$ cat config.mk
export PLATFORM = sky130hd
export DESIGN_NAME = uart_hex_cmd_rx
export DESIGN_NICKNAME = d
export VERILOG_FILES = /design/src/rtl/uart_hex_cmd_rx.sv
export SDC_FILE = /design/constraint.sdc
export NUM_CORES = 1
export LEC_CHECK = 0
export BUFFER_PORTS_ARGS = -buffer_cell sky130_fd_sc_hd__clkbuf_2
export CAP_MARGIN = 25
export CORE_AREA = 2 2 151 153
export CTS_BUF_LIST = sky130_fd_sc_hd__clkbuf_16
export DETAILED_ROUTE_END_ITERATION = 8
export DIE_AREA = 0 0 153 155
export GPL_ROUTABILITY_DRIVEN = 0
export SKIP_LAST_GASP = 1
export SLEW_MARGIN = 5
export SYNTH_ARGS = -nofsm -noshare
export SYNTH_HDL_FRONTEND = slang
export SYNTH_SLANG_ARGS = --single-unit
$ cat constraint.sdc
create_clock -name i_clk -period 4.9 [get_ports i_clk]
set_input_delay 0.245 -clock i_clk [delete_from_list [all_inputs] [get_ports i_clk]]
set_output_delay 0.245 -clock i_clk [all_outputs]
set_load 0.03 [all_outputs]
$ cat src/rtl/uart_hex_cmd_rx.sv
// 8N1 UART receiver feeding an ASCII hex line parser: each "0xAAAAAAAA[ 0xDDDDDDDD]\n"
// line becomes one command held on a valid/ack handshake; malformed lines are flagged.
module uart_hex_cmd_rx #(
    parameter int CLK_HZ = 50_000_000,
    parameter int BAUD   = 115200
) (
    input  logic        i_clk,
    input  logic        i_rst,
    input  logic        i_uart_rx,
    input  logic        i_cmd_ack,
    output logic        o_cmd_valid,
    output logic        o_cmd_wr,
    output logic [31:0] o_mem_adr,
    output logic [31:0] o_mem_dataw,
    output logic        o_err,
    output logic        o_overrun
);
    localparam int DIV   = CLK_HZ / BAUD;
    localparam int CNT_W = $clog2(DIV);
    localparam logic [CNT_W-1:0] BIT_LAST  = CNT_W'(DIV - 1);
    localparam logic [CNT_W-1:0] HALF_LAST = CNT_W'(DIV / 2 - 1);

    localparam logic [7:0] CH_LF = 8'h0A;
    localparam logic [7:0] CH_CR = 8'h0D;
    localparam logic [7:0] CH_SP = 8'h20;
    localparam logic [7:0] CH_0  = 8'h30;

    typedef enum logic [2:0] {RX_WAIT_IDLE, RX_IDLE, RX_START, RX_DATA, RX_STOP} rx_state_e;
    typedef enum logic [3:0] {
        P_IDLE, P_X, P_ADR, P_SEP, P_D0, P_DX, P_DAT, P_EOL, P_SKIP, P_PEND
    } p_state_e;

    function automatic logic [4:0] hex_decode(input logic [7:0] c);
        if (c >= 8'h30 && c <= 8'h39)
            return {1'b1, c[3:0]};
        else if ((c >= 8'h41 && c <= 8'h46) || (c >= 8'h61 && c <= 8'h66))
            return {1'b1, 4'(c[3:0] + 4'd9)};
        else
            return 5'd0;
    endfunction

    rx_state_e        rx_state_q, rx_state_d;
    logic [CNT_W-1:0] rx_cnt_q, rx_cnt_d;
    logic [2:0]       rx_bit_q, rx_bit_d;
    logic [7:0]       rx_sh_q, rx_sh_d;
    logic             rx_meta_q, rx_sync_q, rx_prev_q;
    logic             stop_ok_q, stop_ok_d, frame_err_q, frame_err_d, byte_stb_q;

    p_state_e         p_state_q, p_state_d;
    logic [31:0]      adr_sh_q, adr_sh_d, dat_sh_q, dat_sh_d;
    logic [2:0]       dig_q, dig_d;
    logic             drop_q, drop_d;
    logic             cmd_valid_q, cmd_valid_d, cmd_wr_q, cmd_wr_d;
    logic [31:0]      mem_adr_q, mem_adr_d, mem_dataw_q, mem_dataw_d;
    logic             err_q, err_d, ovr_q, ovr_d;
    logic             syn_bad;
    logic [4:0]       hex;
    logic             is_x;

    always_comb begin
        // NOTE: every variable gets its default first, so no path can infer a latch.
        rx_state_d  = rx_state_q;
        rx_cnt_d    = rx_cnt_q + CNT_W'(1);
        rx_bit_d    = rx_bit_q;
        rx_sh_d     = rx_sh_q;
        stop_ok_d   = 1'b0;
        frame_err_d = 1'b0;
        case (rx_state_q)
            RX_WAIT_IDLE: begin
                rx_cnt_d = '0;
                if (rx_sync_q) rx_state_d = RX_IDLE;
            end
            RX_IDLE: begin
                rx_cnt_d = '0;
                if (rx_prev_q && !rx_sync_q) rx_state_d = RX_START;
            end
            RX_START: if (rx_cnt_q == HALF_LAST) begin
                rx_cnt_d   = '0;
                rx_bit_d   = '0;
                rx_state_d = rx_sync_q ? RX_IDLE : RX_DATA;
            end
            RX_DATA: if (rx_cnt_q == BIT_LAST) begin
                rx_cnt_d = '0;
                rx_sh_d  = {rx_sync_q, rx_sh_q[7:1]};
                rx_bit_d = rx_bit_q + 3'd1;
                if (rx_bit_q == 3'd7) rx_state_d = RX_STOP;
            end
            RX_STOP: if (rx_cnt_q == BIT_LAST) begin
                rx_cnt_d = '0;
                if (rx_sync_q) begin
                    stop_ok_d  = 1'b1;
                    rx_state_d = RX_IDLE;
                end else begin
                    frame_err_d = 1'b1;
                    rx_state_d  = RX_WAIT_IDLE;
                end
            end
            default: rx_state_d = RX_WAIT_IDLE;
        endcase
    end

    assign hex  = hex_decode(rx_sh_q);
    assign is_x = (rx_sh_q == 8'h78) || (rx_sh_q == 8'h58);

    always_comb begin
        p_state_d   = p_state_q;
        adr_sh_d    = adr_sh_q;
        dat_sh_d    = dat_sh_q;
        dig_d       = dig_q;
        drop_d      = drop_q;
        cmd_valid_d = cmd_valid_q;
        cmd_wr_d    = cmd_wr_q;
        mem_adr_d   = mem_adr_q;
        mem_dataw_d = mem_dataw_q;
        err_d       = 1'b0;
        ovr_d       = 1'b0;
        syn_bad     = 1'b0;
        if (p_state_q == P_PEND) begin
            if (byte_stb_q)  begin ovr_d = 1'b1; drop_d = 1'b1; end
            if (frame_err_q) begin err_d = 1'b1; drop_d = 1'b1; end
            // A byte dropped in the ack cycle still forces a resync on the next '\n'.
            if (i_cmd_ack) begin
                cmd_valid_d = 1'b0;
                drop_d      = 1'b0;
                p_state_d   = (drop_q || byte_stb_q || frame_err_q) ? P_SKIP : P_IDLE;
            end
        end else if (frame_err_q) begin
            err_d     = 1'b1;
            p_state_d = P_SKIP;
        end else if (byte_stb_q && rx_sh_q != CH_CR) begin
            case (p_state_q)
                P_IDLE: if (rx_sh_q == CH_0) p_state_d = P_X;
                        else if (rx_sh_q != CH_LF) syn_bad = 1'b1;
                P_X:    if (is_x) begin p_state_d = P_ADR; dig_d = '0; end
                        else syn_bad = 1'b1;
                P_ADR:  if (hex[4]) begin
                            adr_sh_d = {adr_sh_q[27:0], hex[3:0]};
                            dig_d    = dig_q + 3'd1;
                            if (dig_q == 3'd7) p_state_d = P_SEP;
                        end else syn_bad = 1'b1;
                P_SEP:  if (rx_sh_q == CH_SP) p_state_d = P_D0;
                        else if (rx_sh_q == CH_LF) begin
                            mem_adr_d   = adr_sh_q;
                            mem_dataw_d = '0;
                            cmd_wr_d    = 1'b0;
                            cmd_valid_d = 1'b1;
                            p_state_d   = P_PEND;
                        end else syn_bad = 1'b1;
                P_D0:   if (rx_sh_q == CH_0) p_state_d = P_DX;
                        else syn_bad = 1'b1;
                P_DX:   if (is_x) begin p_state_d = P_DAT; dig_d = '0; end
                        else syn_bad = 1'b1;
                P_DAT:  if (hex[4]) begin
                            dat_sh_d = {dat_sh_q[27:0], hex[3:0]};
                            dig_d    = dig_q + 3'd1;
                            if (dig_q == 3'd7) p_state_d = P_EOL;
                        end else syn_bad = 1'b1;
                P_EOL:  if (rx_sh_q == CH_LF) begin
                            mem_adr_d   = adr_sh_q;
                            mem_dataw_d = dat_sh_q;
                            cmd_wr_d    = 1'b1;
                            cmd_valid_d = 1'b1;
                            p_state_d   = P_PEND;
                        end else syn_bad = 1'b1;
                P_SKIP: if (rx_sh_q == CH_LF) p_state_d = P_IDLE;
                default: ;
            endcase
            if (syn_bad) begin
                err_d     = 1'b1;
                p_state_d = P_SKIP;
            end
        end
        if (p_state_d == P_IDLE && p_state_q != P_IDLE) begin
            adr_sh_d = '0;
            dat_sh_d = '0;
        end
    end

    always_ff @(posedge i_clk or posedge i_rst) begin
        if (i_rst) begin
            // Synchronizer resets low so a line held low through reset never looks like an edge.
            rx_meta_q   <= 1'b0;
            rx_sync_q   <= 1'b0;
            rx_prev_q   <= 1'b0;
            rx_state_q  <= RX_WAIT_IDLE;
            rx_cnt_q    <= '0;
            rx_bit_q    <= '0;
            rx_sh_q     <= '0;
            stop_ok_q   <= 1'b0;
            frame_err_q <= 1'b0;
            byte_stb_q  <= 1'b0;
            p_state_q   <= P_IDLE;
            adr_sh_q    <= '0;
            dat_sh_q    <= '0;
            dig_q       <= '0;
            drop_q      <= 1'b0;
            cmd_valid_q <= 1'b0;
            cmd_wr_q    <= 1'b0;
            mem_adr_q   <= '0;
            mem_dataw_q <= '0;
            err_q       <= 1'b0;
            ovr_q       <= 1'b0;
        end else begin
            // NOTE: non-blocking assignments keep every register sampling pre-edge values.
            rx_meta_q   <= i_uart_rx;
            rx_sync_q   <= rx_meta_q;
            rx_prev_q   <= rx_sync_q;
            rx_state_q  <= rx_state_d;
            rx_cnt_q    <= rx_cnt_d;
            rx_bit_q    <= rx_bit_d;
            rx_sh_q     <= rx_sh_d;
            stop_ok_q   <= stop_ok_d;
            frame_err_q <= frame_err_d;
            byte_stb_q  <= stop_ok_q;
            p_state_q   <= p_state_d;
            adr_sh_q    <= adr_sh_d;
            dat_sh_q    <= dat_sh_d;
            dig_q       <= dig_d;
            drop_q      <= drop_d;
            cmd_valid_q <= cmd_valid_d;
            cmd_wr_q    <= cmd_wr_d;
            mem_adr_q   <= mem_adr_d;
            mem_dataw_q <= mem_dataw_d;
            err_q       <= err_d;
            ovr_q       <= ovr_d;
        end
    end

    assign o_cmd_valid = cmd_valid_q;
    assign o_cmd_wr    = cmd_wr_q;
    assign o_mem_adr   = mem_adr_q;
    assign o_mem_dataw = mem_dataw_q;
    assign o_err       = err_q;
    assign o_overrun   = ovr_q;
endmodule
# Word level (Yosys, flattened, before mapping)
# Cells that the tools add are included.
# totals
reg_bits	169
inputBits	4
out_inout_bits	68
# classes
add_sub_neg	4
order_cmp	6
n_eq_ne	40
mux	95
bitwise	2
n_reduce_logical	39
# op_table
op	count
$mux W32	17
$pmux W32 S2	2
$mux W4	17
$mux W1	36
$pmux W4 S9	1
$mux W3	10
$pmux W9 S3	1
$ne A2 B2 Y1 const B	10
$reduce_and A5 Y1	4
$mux W9	2
$eq A4 B3 Y1 const B	4
$eq A8 B6 Y1 const B	2
$eq A8 B7 Y1 const B	2
$ge A8 B7 Y1 const B	2
$le A8 B7 Y1 const B	2
$ne A8 B4 Y1 const B	2
$reduce_bool A2 Y1	8
$pmux W3 S5	1
$pmux W3 S2	2
$reduce_and A6 Y1	2
$mux W5	2
$ne A2 B1 Y1 const B	5
$add A9 B1 Y9 const B	1
$eq A3 B3 Y1 const B	3
other kinds (28)	48

# Depth between registers and ports, before layout
# depth
word_depth	18
depth_mapped	10
depth_no_buf	8

# Worst setup path after synthesis
# No wires, ideal clock.
# synth_timing
kind	register to register
start	reg rx_sh_q[0]
end	reg dat_sh_q[0]
setup_ns	0.141
t_arrival_ns	2.345
required_ns	4.759
path_slack_ns	2.414
path_stages_with_launch	10
path_buffers	1
period_less_slack_ns	2.486
path_cell_list	dfrtp_1 > inv_1 > ha_1 > or3b_1 > nand3_1 > a21oi_1 > o31a_1 > a211oi_4 > buf_6 > a31oi_1
# synth_via
elab_chain_len	18
elab_cells_between_ends	61
# synth_rtl
item	line_no	rtl
from (decl)	45	logic [7:0] rx_sh_q, rx_sh_d;
from (signal assigned)	211	rx_sh_q <= rx_sh_d;
$ge A8 B7 Y1 or $le A8 B7 Y1 (tied branches)	36	else if ((c >= 8'h41 && c <= 8'h46) || (c >= 8'h61 && c <= 8'h66))
$logic_and A1 B1 Y1	36	
$logic_or A1 B1 Y1	36	
$mux W5	36	
$mux W5	34	if (c >= 8'h30 && c <= 8'h39)
$mux W1	136, 153	
$pmux W1 S6	131	case (p_state_q)
$mux W1	130	end else if (byte_stb_q && rx_sh_q != CH_CR) begin
[... 2 more ...]	n/a	
$mux W4	168	if (syn_bad) begin
$mux W4	130	
$mux W4	127	end else if (frame_err_q) begin
$mux W4	118	if (p_state_q == P_PEND) begin
$logic_not A4 Y1	173	if (p_state_d == P_IDLE && p_state_q != P_IDLE) begin
$logic_and A1 B1 Y1	173	
$ne A2 B1 Y1 (no line) or $reduce_bool A2 Y1 (tied branches)	n/a	
$reduce_and A5 Y1 (no line)	n/a	
to (signal assigned)	217	dat_sh_q <= dat_sh_d;
to (decl)	50	logic [31:0] adr_sh_q, adr_sh_d, dat_sh_q, dat_sh_d;
# Several ways; a longest one is shown, not always the timed one. The select of a mux whose other input is x is not followed.
# A chain may end at the register's enable or synchronous reset.

# Final worst setup path
# layout_timing
start	reg p_state_q[0]
end	reg dat_sh_q[6]
# layout_via
elab_chain_len	14
elab_cells_between_ends	43
# layout_rtl
item	line_no	rtl
from (decl)	49	p_state_e p_state_q, p_state_d;
from (signal assigned)	215	p_state_q <= p_state_d;
$eq A4 B3 Y1, or another cell as far along	131	
$reduce_or A2 Y1 (no line)	n/a	
$pmux W1 S6	131	
$mux W1	130	
$mux W1	127	
$mux W1	118	
$mux W4	168	
$mux W4	130	
$mux W4	127	
$mux W4	118	
$logic_not A4 Y1	173	
$logic_and A1 B1 Y1	173	
$ne A2 B1 Y1 (no line) or $reduce_bool A2 Y1 (tied branches)	n/a	
$reduce_and A5 Y1 (no line)	n/a	
# Several ways; a longest one is shown, not always the timed one. The select of a mux whose other input is x is not followed.

==> impl_metrics.json <==
{
  "status": "finished with violations",
  "violations": "hold timing",
  "cts.clk_slew.worst_paths_ns": 0.07,
  "num_rows": 55,
  "antenna_found_initial": 0,
  "seq_area_um2": 4230,
  "synthToLayoutAreaGrowth_pct": 15.4,
  "drtIter0Drc": 246,
  "post-dp-hpwl_mm": 10.2,
  "relSlewSlack_pct": 33.0,
  "numCtsBuffers": 17,
  "drtPass1Iterations": 4,
  "max-cap-violations": 0,
  "grtUsageTotal_pct": 13.4,
  "initial_core_util_pct": 34.3,
  "cp_slowest_stage_delay_ns": 0.80,
  "syn_nets": 640,
  "diodes": 0,
  "grt_pass1_wl_mm": 26.0,
  "core_area_um2": 22200,
  "final-setup-viol-count": 0,
  "crit_type": "flip-flop to flip-flop",
  "drt_wl_total_mm": 15.8,
  "holdWs_ns": -0.0199,
  "clk_path_buf_depth": 2,
  "cp_num_buf_inv": 1,
  "tritoncts": "yes",
  "clkSinkCount": 169,
  "dominantRegCellSynth": "dfrtp_1",
  "vias": 5022,
  "finish.net_count": 690,
  "fillCellCount": 2139,
  "post_drt_wl_per_cell_um": 16.2,
  "syn_inst": 624,
  "p_leak_uw": 0.00400,
  "min-delay-path-class": "input port to async pin",
  "drv_slew": 0,
  "max_freq_mhz": 312,
  "rsz0062_at_grt": "no",
  "crit_required_ns": 5.18,
  "seq_area_frac_synth_pct": 55.5,
  "ys_seq_elements": 169,
  "period_share_pct": 65.4,
  "crit_path_start_kind": "flip-flop",
  "grt.overflow.total": 0,
  "ios": 72,
  "power_density_nw_per_um2": 331,
  "crit_slowest_cell": "a21oi_4",
  "finalHoldViolCount": 30,
  "worstPathCellList": "nand2b_1 > nor2_1 > a31oi_1 > and2_1 > a21oi_4 > buf_4 > a31oi_1",
  "async_flop_share_pct": 100,
  "grt_max_degree": 92,
  "synth_warnings": 0,
  "worst_pin_slew_ns": 1.01,
  "path_max_fanout": 35,
  "grt_pass1_vias": 4854,
  "clock-root-buffer": "clkbuf_16",
  "vias_per_cell": 5.17,
  "ant_nets": 0,
  "critical_path.startpoint": "p_state_q[0]",
  "drc": 0,
  "arrival_ns": 3.49,
  "multi_input_area_um2": 3100,
  "die_x_um": 153,
  "fin_crit_ns": 3.21,
  "r2r.worst_path.cells": 7,
  "avgSynthCellArea_um2": 12.2,
  "clk_latency_ns": 0.43,
  "vdd_drop_max_mv": 0.260,
  "r2r_start": "p_state_q[0]",
  "htreeDepth": 4,
  "portBuffers": 71,
  "critical_path.top_delay_family": "compound AO/OA/AOI/OAI gates",
  "crit_cells": 7,
  "cp-end-kind": "flip-flop",
  "drive_above_1_share_pct": 24.3,
  "yosys.cell_types.count": 62,
  "die_h_um": 155,
  "clock-skew-final_ns": 0.0150,
  "finalSetupTns_ns": 0,
  "cp_common_cell": "a31oi_1",
  "synth_edf_count": 0,
  "synth_area_um2": 7620,
  "dieArea_um2": 23700
}
## sequential cells by signal, indices dropped and copies added (netlist names), 4 cells and up
| signal | count |
|---|---|
| adr_sh_q | 32 |
| dat_sh_q | 32 |
| o_mem_adr | 32 |
| o_mem_dataw | 32 |
| p_state_q | 4 |
| rx_cnt_q | 9 |
| rx_sh_q | 8 |
## layout make-up
class                      instances  share of cell area (%)
sequential                       169                    48.1
timing repair buffer              82                    5.01
multi-input combinational        389                    35.3
clock inverter                    15                    1.99
tap                              285                    4.06
inverter                          15                   0.697
clock buffer                      17                    4.84
## logic make-up after synthesis
kind of cell,after synthesis,synth area share (%)
DFF,169,55.5
AOI/OAI and AO/OA,160,15.2
muxes,105,14.4
and+or+nand+nor,105,7.74
buffers and inverters,66,4.35
adders and majority gates,12,1.97
xor gates and xnor gates,7,0.805
## through the flow
step | total power, uW | setup WS [ns] | util [%] | area [um^2] | instances
floorplan | 1560 | 0.0799 | - | 7620 | 624
global placement | 1590 | 1.74 | 36.8 | 8180 | 939
detailed placement | 1590 | 1.70 | 36.8 | 8180 | 939
CTS | 2940 | 1.70 | 39.6 | 8790 | 972
global route | 3020 | 1.51 | 39.6 | 8790 | 972
finish | 2910 | 1.69 | 39.6 | 8790 | 972
## report_power, final
| group | leakage (uW) | switching, uW | internal (uW) | total, uW |
|---|---|---|---|---|
| logic | 0.00170 | 79.9 | 37.3 | 117 |
| registers | 0.00201 | 35.7 | 1410 | 1450 |
| clock network | 0.000294 | 612 | 731 | 1340 |
## cells in the final DEF, fill, tap and decap left out, types with 3 or more instances in the layout
master	n
a21oi_1	10
nand4_1	4
nand3_1	14
clkbuf_16	17
dfrtp_1	169
a21o_1	4
clkbuf_2	71
a31oi_1	66
nor2_1	22
xor2_1	6
ha_1	12
and2_1	6
nand2b_1	4
mux2i_1	66
nand2_1	24
nor3_1	3
buf_4	10
mux2_2	39
a22o_1	33
o22ai_1	3
o21ai_0	14
inv_1	14
and3_1	5
nor3b_1	3
inv_8	5
a211oi_1	3
inv_6	4
## final timing paths
check	endpoint	slack, ns
max	dat_sh_q[6]	1.69
min	adr_sh_q[6]	-0.02
max reg2reg	dat_sh_q[6]	1.69
min reg2reg	rx_sync_q	0.35
max in group asynchronous	o_mem_dataw[19]	3.88
min in group i_clk	drop_q	0.16
## worst reg2reg max path, cell delays in order, from the launching register on
cell and delay (ns):
dfrtp_1 0.54, nand2b_1 0.28, nor2_1 0.48, a31oi_1 0.19, and2_1 0.28, a21oi_4 0.80
buf_4 0.37, a31oi_1 0.12
## cell usage after synthesis (2+ instances only)
cell type  count  area, um^2
a211oi_1       3        22.5
a21o_1         4        30.0
a21oi_1       11        55.1
a22o_1        33         289
a311oi_1       2        17.5
a31oi_1       67         419
a41oi_1        2        17.5
and2_1         6        37.5
and3_1         5        31.3
and3b_1        2        17.5
and4bb_2       2        25.0
buf_1          7        26.3
buf_2         19        95.1
buf_4          2        15.0
buf_6          7        78.8
clkbuf_1      16        60.1
dfrtp_1      169        4230
ha_1          12         150
inv_1         15        56.3
mux2_2        39         439
mux2i_1       66         661
nand2_1       24        90.1
nand2b_1       4        25.0
nand3_1       14        70.1
nand4_1        4        25.0
nor2_1        22        82.6
nor3_1         3        15.0
nor3b_1        3        22.5
nor4_2         2        25.0
nor4bb_1       2        20.0
o211ai_1       2        15.0
o21a_1         2        15.0
o21ai_0       14        70.1
o21bai_1       2        15.0
o22ai_1        3        18.8
o41ai_1        2        17.5
or3_1          2        12.5
xor2_1         6        52.6
## layer usage
layer | global-route usage [%] | part of all wire (%) | up-vias
met4 | 4.41 | 1.3 | 0
met1 | 18.6 | 48 | 2485
li1 | - | - | 2436
met5 | 0 | 0 | -
met2 | 20.7 | 47 | 86
met3 | 3.18 | 3.5 | 15
## repair_timing
| action | CTS | global route |
|---|---|---|
| hold buffers | 1 | 0 |
| resized for setup | 0 | 0 |
| endpoints found under the hold margin | 1 | 0 |
| setup buffers | 0 | 0 |
Note: power is estimated with default switching activity, not from simulation.
